File: src/rtl/noc_pkg.sv
// Shared types and packet-format constants for the NoC port buffer.
package noc_pkg;

  typedef enum logic [2:0] {
    RD_RESP = 3'b011,
    WR_RESP = 3'b100,
    MSG     = 3'b101
  } pkt_type_e;

  typedef enum logic [2:0] {
    ING_IDLE,
    ING_HDR_FIELDS,
    ING_LEN,
    ING_DATA,
    ING_DISCARD
  } ingress_state_e;

  typedef enum logic [1:0] {
    EG_IDLE,
    EG_HEAD,
    EG_BODY,
    EG_LAST
  } egress_state_e;

  localparam int unsigned WR_RESP_FLITS     = 4;
  localparam int unsigned MSG_FLITS         = 5;
  localparam int unsigned RD_RESP_HDR_FLITS = 4;
  localparam int unsigned LEN_OFFSET        = 3;

  function automatic logic is_valid_type(input logic [2:0] t);
    return (t == RD_RESP) || (t == WR_RESP) || (t == MSG);
  endfunction

  // Flits still to come after the header; RD_RESP counts only dst/src here,
  // the len flit reloads the counter.
  function automatic logic [8:0] hdr_rem(input logic [2:0] t);
    if (t == RD_RESP)      return 9'(RD_RESP_HDR_FLITS - 2);
    else if (t == WR_RESP) return 9'(WR_RESP_FLITS - 1);
    else                   return 9'(MSG_FLITS - 1);
  endfunction

  function automatic logic [8:0] pkt_flits(input logic [2:0] t, input logic [7:0] len);
    if (t == RD_RESP)      return 9'(RD_RESP_HDR_FLITS) + {1'b0, len};
    else if (t == WR_RESP) return 9'(WR_RESP_FLITS);
    else                   return 9'(MSG_FLITS);
  endfunction

endpackage

File: src/rtl/noc_port_buffer_if.sv
// Ingress flit stream plus router req/grant/lock egress stream.
interface noc_port_buffer_if #(
  parameter int unsigned DW = 8
);
  logic          in_valid;
  logic [DW-1:0] in_data;
  logic          in_ready;
  logic          req;
  logic          grant;
  logic          lock;
  logic          out_valid;
  logic [DW-1:0] out_data;
  logic          cntl;

  modport slave (
    input  in_valid, in_data, grant,
    output in_ready, req, lock, out_valid, out_data, cntl
  );

  modport master (
    output in_valid, in_data, grant,
    input  in_ready, req, lock, out_valid, out_data, cntl
  );
endinterface

File: src/rtl/noc_commit_fifo.sv
// FIFO with a speculative write pointer that is either committed (packet
// becomes readable) or rewound to the last commit point.
module noc_commit_fifo
  import noc_pkg::*;
#(
  parameter int unsigned DW    = 8,
  parameter int unsigned DEPTH = 16
) (
  input  logic          clk,
  input  logic          reset,
  input  logic          wr_en,
  input  logic [DW-1:0] wr_data,
  input  logic          commit,
  input  logic          abort,
  input  logic          rd_en,
  output logic [DW-1:0] rd_data,
  output logic [DW-1:0] peek_data,
  output logic          full,
  output logic          empty
);
  localparam int unsigned AW = $clog2(DEPTH);

  logic [DW-1:0] mem [DEPTH];
  logic [AW:0]   wr_ptr;
  logic [AW:0]   cmt_ptr;
  logic [AW:0]   rd_ptr;
  logic [AW:0]   used;
  logic [AW-1:0] peek_idx;

  assign used      = wr_ptr - rd_ptr;
  assign full      = used[AW];
  assign empty     = (cmt_ptr == rd_ptr);
  assign peek_idx  = rd_ptr[AW-1:0] + AW'(LEN_OFFSET);
  assign rd_data   = mem[rd_ptr[AW-1:0]];
  assign peek_data = mem[peek_idx];

  always_ff @(posedge clk) begin
    if (wr_en) mem[wr_ptr[AW-1:0]] <= wr_data;
  end

  always_ff @(posedge clk) begin
    if (reset) begin
      wr_ptr  <= '0;
      cmt_ptr <= '0;
      rd_ptr  <= '0;
    end else begin
      if (abort)      wr_ptr <= cmt_ptr;
      else if (wr_en) wr_ptr <= wr_ptr + 1'b1;
      // Commit includes the flit written in the same cycle.
      if (commit) cmt_ptr <= wr_ptr + (AW+1)'(wr_en);
      if (rd_en)  rd_ptr  <= rd_ptr + 1'b1;
    end
  end
endmodule

File: src/rtl/noc_port_buffer.sv
// Store-and-forward NoC ingress buffer streaming whole packets to a switch
// arbiter under req/grant/lock.
module noc_port_buffer
  import noc_pkg::*;
#(
  parameter int unsigned DW        = 8,
  parameter int unsigned DEPTH     = 16,
  parameter int unsigned PKT_CNT_W = 4
) (
  input  logic                 clk,
  input  logic                 reset,
  noc_port_buffer_if.slave     bus,
  output logic [PKT_CNT_W-1:0] pkt_count,
  output logic                 drop_pulse,
  output logic                 bad_hdr_pulse
);
  ingress_state_e in_state, disc_phase, cnt_phase, step_phase;
  egress_state_e  eg_state;

  logic [8:0]    in_rem, step_rem, eg_rem;
  logic          is_rd, step_last;
  logic          fifo_full, fifo_empty, full_eff, sat;
  logic          in_ready, accept, mid, abort, hdr_ok, wr_en, commit;
  logic          req, take, rd_en, eg_done;
  logic          lock, out_valid, cntl;
  logic [DW-1:0] out_data, rd_data, peek_data;
  logic [2:0]    in_type;
  logic [7:0]    in_len;

  noc_commit_fifo #(.DW(DW), .DEPTH(DEPTH)) u_fifo (
    .clk       (clk),
    .reset     (reset),
    .wr_en     (wr_en),
    .wr_data   (bus.in_data),
    .commit    (commit),
    .abort     (abort),
    .rd_en     (rd_en),
    .rd_data   (rd_data),
    .peek_data (peek_data),
    .full      (fifo_full),
    .empty     (fifo_empty)
  );

  assign in_type = bus.in_data[2:0];
  assign in_len  = bus.in_data[7:0];

  assign req     = (pkt_count != '0) && !lock;
  assign take    = (eg_state == EG_IDLE) && req && grant_ok();
  assign rd_en   = take || (eg_state == EG_HEAD) || (eg_state == EG_BODY);
  assign eg_done = (eg_state == EG_LAST);

  function automatic logic grant_ok();
    return bus.grant && !fifo_empty;
  endfunction

  always_comb begin
    full_eff = fifo_full && !rd_en;
    sat      = &pkt_count;
    in_ready = (in_state == ING_DISCARD) || (!full_eff && !sat);
    accept   = bus.in_valid && in_ready;
    mid      = (in_state == ING_HDR_FIELDS) || (in_state == ING_LEN) || (in_state == ING_DATA);
    abort    = mid && full_eff;
    hdr_ok   = (in_state == ING_IDLE) && accept && (bus.in_data != '0) && is_valid_type(in_type);

    // Packet-length tracking is shared between normal receive and DISCARD so
    // a dropped packet is consumed exactly to its end.
    cnt_phase  = (in_state == ING_DISCARD) ? disc_phase : in_state;
    step_phase = cnt_phase;
    step_rem   = in_rem;
    step_last  = 1'b0;
    case (cnt_phase)
      ING_HDR_FIELDS: begin
        if (in_rem == 9'd1) begin
          if (is_rd) step_phase = ING_LEN;
          else       step_last  = 1'b1;
        end else begin
          step_rem = in_rem - 9'd1;
        end
      end
      ING_LEN: begin
        if (in_len == 8'd0) begin
          step_last = 1'b1;
        end else begin
          step_phase = ING_DATA;
          step_rem   = {1'b0, in_len};
        end
      end
      ING_DATA: begin
        if (in_rem == 9'd1) step_last = 1'b1;
        else                step_rem  = in_rem - 9'd1;
      end
      default: ;
    endcase

    wr_en  = hdr_ok || (mid && accept);
    commit = mid && accept && step_last;
  end

  always_ff @(posedge clk) begin
    if (reset) begin
      in_state      <= ING_IDLE;
      disc_phase    <= ING_IDLE;
      in_rem        <= '0;
      is_rd         <= 1'b0;
      drop_pulse    <= 1'b0;
      bad_hdr_pulse <= 1'b0;
    end else begin
      drop_pulse    <= 1'b0;
      bad_hdr_pulse <= 1'b0;
      case (in_state)
        ING_IDLE: begin
          if (accept && (bus.in_data != '0)) begin
            if (is_valid_type(in_type)) begin
              in_state <= ING_HDR_FIELDS;
              in_rem   <= hdr_rem(in_type);
              is_rd    <= (in_type == RD_RESP);
            end else begin
              bad_hdr_pulse <= 1'b1;
            end
          end
        end
        ING_HDR_FIELDS, ING_LEN, ING_DATA: begin
          if (abort) begin
            in_state   <= ING_DISCARD;
            disc_phase <= in_state;
            drop_pulse <= 1'b1;
          end else if (accept) begin
            in_rem   <= step_rem;
            in_state <= step_last ? ING_IDLE : step_phase;
          end
        end
        ING_DISCARD: begin
          if (accept) begin
            in_rem     <= step_rem;
            disc_phase <= step_phase;
            if (step_last) in_state <= ING_IDLE;
          end
        end
        default: in_state <= ING_IDLE;
      endcase
    end
  end

  always_ff @(posedge clk) begin
    if (reset) begin
      eg_state  <= EG_IDLE;
      eg_rem    <= '0;
      lock      <= 1'b0;
      out_valid <= 1'b0;
      out_data  <= '0;
      cntl      <= 1'b1;
    end else begin
      case (eg_state)
        EG_IDLE: begin
          if (take) begin
            eg_state  <= EG_HEAD;
            eg_rem    <= pkt_flits(rd_data[2:0], peek_data[7:0]) - 9'd1;
            lock      <= 1'b1;
            out_valid <= 1'b1;
            out_data  <= rd_data;
            cntl      <= 1'b1;
          end
        end
        EG_HEAD, EG_BODY: begin
          eg_state <= (eg_rem == 9'd1) ? EG_LAST : EG_BODY;
          eg_rem   <= eg_rem - 9'd1;
          out_data <= rd_data;
          cntl     <= 1'b0;
        end
        EG_LAST: begin
          eg_state  <= EG_IDLE;
          lock      <= 1'b0;
          out_valid <= 1'b0;
          out_data  <= '0;
          cntl      <= 1'b1;
        end
        default: eg_state <= EG_IDLE;
      endcase
    end
  end

  always_ff @(posedge clk) begin
    if (reset) begin
      pkt_count <= '0;
    end else if (commit && !eg_done) begin
      if (!sat) pkt_count <= pkt_count + 1'b1;
    end else if (eg_done && !commit) begin
      pkt_count <= pkt_count - 1'b1;
    end
  end

  assign bus.in_ready  = in_ready;
  assign bus.req       = req;
  assign bus.lock      = lock;
  assign bus.out_valid = out_valid;
  assign bus.out_data  = out_data;
  assign bus.cntl      = cntl;
endmodule

File: src/flat_wrapper.sv
// flat-port wrapper written by rule: the top's interface ports become plain ports
module noc_port_buffer_flat import noc_pkg::*;
#(
  parameter int unsigned DW        = 8,
  parameter int unsigned DEPTH     = 16,
  parameter int unsigned PKT_CNT_W = 4
)
  (clk, reset, pkt_count, drop_pulse, bad_hdr_pulse, bus_in_valid, bus_in_data, bus_grant, bus_in_ready, bus_req, bus_lock, bus_out_valid, bus_out_data, bus_cntl);
  noc_port_buffer_if #(.DW(DW)) bus_i ();
  input  logic clk;
  input  logic reset;
  output logic [PKT_CNT_W-1:0] pkt_count;
  output logic drop_pulse;
  output logic bad_hdr_pulse;
  input wire logic [$bits(bus_i.in_valid)-1:0] bus_in_valid;
  input wire logic [$bits(bus_i.in_data)-1:0] bus_in_data;
  input wire logic [$bits(bus_i.grant)-1:0] bus_grant;
  output wire logic [$bits(bus_i.in_ready)-1:0] bus_in_ready;
  output wire logic [$bits(bus_i.req)-1:0] bus_req;
  output wire logic [$bits(bus_i.lock)-1:0] bus_lock;
  output wire logic [$bits(bus_i.out_valid)-1:0] bus_out_valid;
  output wire logic [$bits(bus_i.out_data)-1:0] bus_out_data;
  output wire logic [$bits(bus_i.cntl)-1:0] bus_cntl;
  assign bus_i.in_valid = bus_in_valid;
  assign bus_i.in_data = bus_in_data;
  assign bus_i.grant = bus_grant;
  assign bus_in_ready = bus_i.in_ready;
  assign bus_req = bus_i.req;
  assign bus_lock = bus_i.lock;
  assign bus_out_valid = bus_i.out_valid;
  assign bus_out_data = bus_i.out_data;
  assign bus_cntl = bus_i.cntl;
  noc_port_buffer #(.DW(DW), .DEPTH(DEPTH), .PKT_CNT_W(PKT_CNT_W)) u_core (.clk(clk), .reset(reset), .bus(bus_i), .pkt_count(pkt_count), .drop_pulse(drop_pulse), .bad_hdr_pulse(bad_hdr_pulse));
endmodule
File: config.mk
export PLATFORM = sky130hd
export DESIGN_NAME = noc_port_buffer_flat
export DESIGN_NICKNAME = d
export VERILOG_FILES = /design/src/rtl/noc_pkg.sv /design/src/rtl/noc_port_buffer_if.sv /design/src/rtl/noc_commit_fifo.sv /design/src/rtl/noc_port_buffer.sv /design/src/flat_wrapper.sv
export SDC_FILE = /design/constraint.sdc
export NUM_CORES = 1
export LEC_CHECK = 0
export ABC_AREA = 1
export CAP_MARGIN = 20
export CORE_ASPECT_RATIO = 0.75
export CORE_MARGIN = 10
export CORE_UTILIZATION = 65
export DETAILED_ROUTE_END_ITERATION = 10
export GPL_TIMING_DRIVEN = 0
export PLACE_DENSITY = 0.84
export SETUP_SLACK_MARGIN = 0.05
export SLEW_MARGIN = 20
export SYNTH_ARGS = -nofsm -noshare
export SYNTH_HDL_FRONTEND = slang
export SYNTH_SLANG_ARGS = --single-unit
File: constraint.sdc
create_clock -name clk -period 4.5 [get_ports clk]
set_input_delay 0.9 -clock clk [delete_from_list [all_inputs] [get_ports clk]]
set_output_delay 0.9 -clock clk [all_outputs]
set_load 0.02 [all_outputs]
==> results of run 1 <==
## sequential cells by signal, indices dropped and copies added (netlist names), 2 cells and up, named ones only
register / cells
u_core.u_fifo.cmt_ptr: 5
u_core.u_fifo.rd_ptr: 5
u_core.bus.out_data: 8
u_core.u_fifo.wr_ptr: 5
u_core.eg_state: 2
u_core.u_fifo.mem: 128
u_core.in_rem: 9
u_core.pkt_count: 4
u_core.in_state: 3
u_core.disc_phase: 3
u_core.eg_rem: 9
## layout make-up
type                       count  area (um2)  share of cell area
timing repair buffer          32         320              0.0272
tap                          210         263              0.0223
inverter                     132         498              0.0422
clock inverter                14         188              0.0159
buffer                        67         382              0.0324
multi-input combinational    913        4630               0.392
sequential                   190        5080               0.431
clock buffer                  18         429              0.0364
## synth_stat cells, types with 10 or more instances
library cell and number:
buf_4 10, nand2_1 245, o21ai_1 14, o22ai_1 10, inv_1 116, o21ai_0 122, nor2_1 143, dfxtp_1 62
o211ai_1 14, a21oi_1 93, nand3_1 148, inv_2 15, edfxtp_1 128, nand2_2 15, buf_2 20, clkbuf_1 28
ha_1 23
## cells by family (layout without fill, tap and decap cells)
kind of cell             Yosys count  in the layout
XOR/XNOR                          13             13
buffers and inverters            199            263
flip-flops                       190            190
AND/OR/NAND/NOR                  597            597
adder cells (fa/ha/maj)           24             24
AO/OA/AOI/OAI                    279            279
## critical path, stage by stage (launching register included)
cell and delay [ns]:
dfxtp_1 0.38, inv_2 0.16, buf_2 0.28, buf_2 0.30
ha_1 0.27, buf_2 0.18, inv_2 0.12, clkbuf_1 0.44
o21ai_0 0.20, o211ai_1 0.22, nand3_1 0.11, nand2_1 0.10
inv_1 0.06, nand2_1 0.07, ha_1 0.21, nand4_2 0.13
nor2_2 0.22, nand2_1 0.07, nand2_1 0.06, nand3_1 0.07
nand2_1 0.07, a21oi_1 0.05
## layout by cell type, fill, tap and decap left out, types with 2 or more instances in the layout
cell	count
nand4_1	9
o21ai_0	122
o211ai_1	14
inv_8	2
nor2_1	138
xnor2_1	4
bufinv_16	3
edfxtp_1	128
o22ai_1	10
nor2_4	5
nand2_2	15
dfxtp_1	62
buf_2	20
nand3b_1	3
xor2_1	9
o221ai_1	6
a31oi_1	5
a21oi_1	93
nor2_2	12
buf_4	11
inv_1	116
clkdlybuf4s50_1	29
inv_6	8
o31ai_1	3
nand2_1	245
a221oi_1	2
ha_1	23
buf_6	11
nor4_1	2
clkbuf_1	29
nand3_2	4
nor3_2	5
a211oi_1	2
o21ai_1	14
nor3_1	6
clkbuf_16	17
nand3_1	148
nand2_4	2
inv_2	15
## worst max path at each step
stage,to,slack (ns),cells past startpoint
finish,u_core.eg_rem[6],0.58,21
global route,u_core.eg_rem[6],0.41,21
CTS,u_core.u_fifo.mem[12][4],0.69,9
detailed placement,u_core.u_fifo.mem[12][4],0.24,9
global placement,u_core.u_fifo.mem[11][4],-0.26,9
floorplan,u_core.u_fifo.mem[7][0],1.55,10
## stage by stage
stage | TNS (ns) | util | hold slack (ns) | area [um2]
global route | 0 | 0.739 | 0.472 | 11800
detailed placement | 0 | 0.700 | 0.447 | 11200
floorplan | 0 | - | 0.450 | 10600
global placement | -2.04 | 0.696 | 0.445 | 11100
finish | 0 | 0.739 | 0.456 | 11800
CTS | 0 | 0.739 | 0.459 | 11800
## layer usage
layer / global-route usage / routed length [um] / up-vias
met5: 0 / 0 / -
met4: 0.109 / 1210 / 0
met3: 0.112 / 5220 / 151
met2: 0.419 / 13200 / 833
met1: 0.373 / 12100 / 4414
li1: - / - / 4532
## power groups by stage
stage	logic (mW)	clock network, mW	registers (mW)
after floorplan	3.31	0	2.27
after detailed placement	4.60	0	2.25
after global placement	4.50	0	2.24
final	4.86	1.62	2.22
after CTS	4.67	1.61	2.21
after global routing	5.28	1.69	2.24
==> results.cfg, run 1 <==
[routing]
drt_wl_total_um = 31700
drt.antenna.violating_nets = 0
wl_per_cell_um = 20.1
firstDrtPassIters = 6
via_count = 9930
drtIter0Drc = 1838
drcViolationCount = 0
viasPerCell = 6.30

[power]
power_mw = 8.69
vdd_drop_max_uv = 372
p_per_area_mw_per_mm2 = 737
clkPwrFrac = 0.186
p_comb_frac = 0.559
p_seq_frac = 0.255
power_leakage_nw = 4.66
net-switching-power_mw = 4.21
p_int_mw = 4.49
swShare = 0.484

[floorplan]
die_w_um = 167
fp.coreArea_mm2 = 0.0160
start_util = 0.662
rows = 40
io_pins = 31
die_y_um = 130
fp.dieArea_mm2 = 0.0218

[sta]
setup_viol = 0
slew_headroom = 0.217
worstMarginPinSlew_ns = 1.17
fmax_mhz = 255
hold_viol_final = 0
fin_ws_ns = 0.579
finalClockSkew_ns = 0.0139
period_minus_slack_ns = 3.92
min_period_over_period = 0.871
slew_violations = 0
rsz0062_at_grt = no

[cells_and_area]
fillers = 1166
diodes = 0
nets = 1389
fin_cells = 1576
drive_gt1_frac = 0.102
syn_to_final_growth_pct = 11.6

[setup_path]
crit_path_start_kind = register
required_ns = 4.81
crit_arrival_ns = 4.23
cp-startpoint = u_core.u_fifo.rd_ptr[0]
regToRegSetupSlack_ns = 0.58
critPathMaxFanout = 10
ff2ff_path_depth = 21
r2r-end = u_core.eg_rem[6]
end_kind = register
crit_type = register to register
worstReg2RegStart = u_core.u_fifo.rd_ptr[0]

[logic_synthesis]
ys_types = 47
yosysTopAreaCell = edfxtp_1
synth.top_cell.area_share = 0.364
synth_area_leaders = edfxtp_1, dfxtp_1, nand2_1
synth_xor_area_frac = 0.0108
synth_ff_type = edfxtp_1
synth_top_family_by_area = simple AND/OR/NAND/NOR gates
synthesis.instances = 1302
synth-adder-area-share = 0.0291
yosys.area_share.simple = 0.251
muxShareOfSynthArea = 0
synth_compound_area_frac = 0.145
syn_area_mm2 = 0.0106
avgSynthCellArea_um2 = 8.11
yosys_warnings = 0
synth_seq_cells = 190
async_reset_ff_frac = 0
synth_edf_count = 128
syn_nets = 1338
yosysSeqAreaShare = 0.481

[clock_network]
cts_resized = 0
post_cts_buffers = 0
cts_buffers = 17
cts_tree = yes
clockBufferDepth = 2
cts_hold_buf = 0
cts-root-buf = clkbuf_16
clk_latency_ns = 0.46
clock_sinks = 190
htreeDepth = 4
clkTransAtPathRegs_ns = 0.07

[outcome]
status = finished clean

[grt]
grt_pass1_wl_um = 48700
track_usage = 0.285
antenna_found_initial = 0
grt_overflow_total = 0
grt_start_max_net_pins = 21
grt_pass1_vias = 8994

[run]
cap_violations = 0

[worst_hold_path]
hp-class = register to register
holdPathStages = 2
hold_path_end = u_core.bus.cntl
hp-start = u_core.bus.cntl

[placed_design]
placed_cells = 1544
globalplace.congestion = 0.988
dp_slack_ns = 0.242
hpwlAfterDp_um = 21400
io_buffers = 29
No activity file was read; power rests on OpenSTA's default activity.
==> inputs of run 2 (changes only) <==
--- a/config.mk
+++ b/config.mk
@@ -5,14 +5,13 @@
 export SDC_FILE = /design/constraint.sdc
 export NUM_CORES = 1
 export LEC_CHECK = 0
-export ABC_AREA = 1
 export CAP_MARGIN = 20
-export CORE_ASPECT_RATIO = 0.75
+export CORE_ASPECT_RATIO = 1.4
 export CORE_MARGIN = 10
-export CORE_UTILIZATION = 65
+export CORE_UTILIZATION = 45
 export DETAILED_ROUTE_END_ITERATION = 10
 export GPL_TIMING_DRIVEN = 0
-export PLACE_DENSITY = 0.84
+export PLACE_DENSITY = 0.62
 export SETUP_SLACK_MARGIN = 0.05
 export SLEW_MARGIN = 20
 export SYNTH_ARGS = -nofsm -noshare
==> run 2 against run 1 <==
Power fell by 30%. Maximum frequency fell by 6.2%. Synthesized area fell by 3.6%. Die area rose by 34%. First-iteration DRC count fell by 71%. Setup slack got worse by 0.26 ns. Worst hold slack improved by 0.024 ns. Sequential power fell by 5%. Core utilization fell by 22 points. Synthesized cell count fell by 39%. Non-clock buffer count fell by 16.
==> results.cfg, run 2 <==
[sta]
whs_ns = 0.480
fin_ws_ns = 0.318
rsz0062_at_grt = no
period_minus_slack_ns = 4.18
worstMarginPinSlew_ns = 1.06
finalClockSkew_ns = 0.0164
hold_viol_final = 0
slew_violations = 0
slew_headroom = 0.292
setup_viol = 0
min_period_over_period = 0.929
fmax_mhz = 239

[setup_path]
crit_type = register to register
crit_path_start_kind = register
slowest_stage = mux4_2
end_kind = register
crit_arrival_ns = 4.50
critPathMaxStageDelay_ns = 0.52
required_ns = 4.82
path_cells = buf_6 -> buf_12 -> inv_2 -> ha_1 -> buf_6 -> mux2_2 -> mux4_2 -> nor2_2 -> nor3_1 -> ha_1 -> nand2b_1 -> mux2i_2 -> or2_1 -> and4b_4 -> mux2i_1 -> xnor2_1 -> o22ai_1
critPathMaxFanout = 10

[grt]
grt_pass1_wl_um = 41600
antenna_found_initial = 1
grt_pass1_vias = 6963
grt_start_max_net_pins = 23
grt_overflow_total = 0
track_usage = 0.188

[logic_synthesis]
synth.top_cell.area_share = 0.378
synth_area_leaders = edfxtp_1, mux4_2, dfxtp_1
yosys_warnings = 0
syn_nets = 832
synthesis.instances = 796
synth_ff_type = edfxtp_1
synth_seq_cells = 190
synth_most_common_cell = edfxtp_1
yosysSeqAreaShare = 0.499
syn_area_mm2 = 0.0102
yosysTopAreaCell = edfxtp_1
ys_types = 77
avgSynthCellArea_um2 = 12.8
synth_edf_count = 128
async_reset_ff_frac = 0
synth_common_cells = edfxtp_1, nor2_1, dfxtp_1

[power]
power_mw = 6.05
vdd_drop_max_uv = 299
p_per_area_mw_per_mm2 = 522
power_leakage_nw = 3.81

[routing]
via_count = 7018
drcViolationCount = 0
viasPerCell = 6.01
firstDrtPassIters = 6
wl_per_cell_um = 23.3
drt.antenna.violating_nets = 0
drtIter0Drc = 539
drt_wl_total_um = 27200

[placed_design]
globalplace.congestion = 0.881
io_buffers = 29
hpwlAfterDp_um = 19400
place_area_mm2 = 0.0109
dp_slack_ns = -0.538

[floorplan]
die_w_um = 147
fp.coreArea_mm2 = 0.0224
die_y_um = 198
fp.dieArea_mm2 = 0.0291
io_pins = 31
rows = 65
start_util = 0.454

[cells_and_area]
syn_to_final_growth_pct = 13.9
drive_gt1_frac = 0.182
final_common_cell = edfxtp_1
nets = 889
largest_reg_flops = 128
final_cell_mix = edfxtp_1, nor2_1, dfxtp_1, mux4_2, nand2_1
design_area_mm2 = 0.0116
fin_util = 0.517
fillers = 1977

[clock_network]
clk_latency_ns = 0.45
clkTransAtPathRegs_ns = 0.08
cts_hold_buf = 0
cts-root-buf = clkbuf_16
cts_buffers = 17
htreeDepth = 4
cts_tree = yes
clock_sinks = 190
clockBufferDepth = 2

[outcome]
status = finished clean

[run]
cap_violations = 0

[worst_hold_path]
hp-class = register to register
run 2: layer usage:
metal / routed length, um / GRT usage / vias to the layer above
li1: - / - / 3210
met1: 10700 / 0.223 / 3545
met2: 14000 / 0.323 / 218
met3: 1700 / 0.0402 / 45
met4: 769 / 0.0765 / 0
met5: 0 / 0 / -
run 2: cells by family after synthesis:
family,after synthesis,share of synthesized area
flip-flops,190,0.499
AO/OA/AOI/OAI,144,0.0984
multiplexers,93,0.185
XOR/XNOR,37,0.0340
buffers and inverters,69,0.0386
AND/OR/NAND/NOR,239,0.115
adder cells (fa/ha/maj),24,0.0302
run 2: final timing paths:
| path | startpoint | end | slack, ns | cells after the start |
|---|---|---|---|---|
| worst max-delay path | u_core.u_fifo.rd_ptr[0] | u_core.eg_rem[7] | 0.32 | 17 |
| worst min-delay path | u_core.in_rem[8] | u_core.in_rem[8] | 0.48 | 2 |
| worst max register to register | u_core.u_fifo.rd_ptr[0] | u_core.eg_rem[7] | 0.32 | 17 |
| worst min register to register | u_core.in_rem[8] | u_core.in_rem[8] | 0.48 | 2 |
run 2: metrics by stage:
stage	cells	TNS (ns)
final	1168	0
after floorplan	796	0
after global placement	1126	-14.31
after CTS	1164	0
after global routing	1168	0
after detailed placement	1132	-0.802
run 2: layout make-up:
cell class | count | area [um2] | area share
Clock buffer | 18 | 429 | 0.0370
Sequential cell | 190 | 5080 | 0.438
Antenna cell | 1 | 2.50 | 0.000216
Multi-Input combinational cell | 537 | 4770 | 0.411
Buffer | 45 | 304 | 0.0262
Clock inverter | 14 | 169 | 0.0146
Timing Repair Buffer | 38 | 370 | 0.0319
Inverter | 24 | 90.1 | 0.00777
Tap cell | 301 | 377 | 0.0325
run 2: critical path, delay by kind of cell (launching register included):
kind	cells	cell delay, ns
multiplexers	4	1.33
AND/OR/NAND/NOR	5	0.92
adder cells (fa/ha/maj)	2	0.59
buffers and inverters	4	0.58
flip-flops	1	0.35
XOR/XNOR	1	0.18
AO/OA/AOI/OAI	1	0.09
run 2: repair_timing:
action,CTS,global route
resized for setup,4,17
setup buffers,0,1
endpoints found under the setup margin,3,4
endpoints found under the hold margin,0,0
pin swaps,0,1
run 2: where the power goes:
part	switching (mW)	internal (mW)	total [mW]
registers	0.105	1.99	2.10
clock network	0.724	0.840	1.56
logic	1.34	1.05	2.39
total	2.16	3.88	6.05
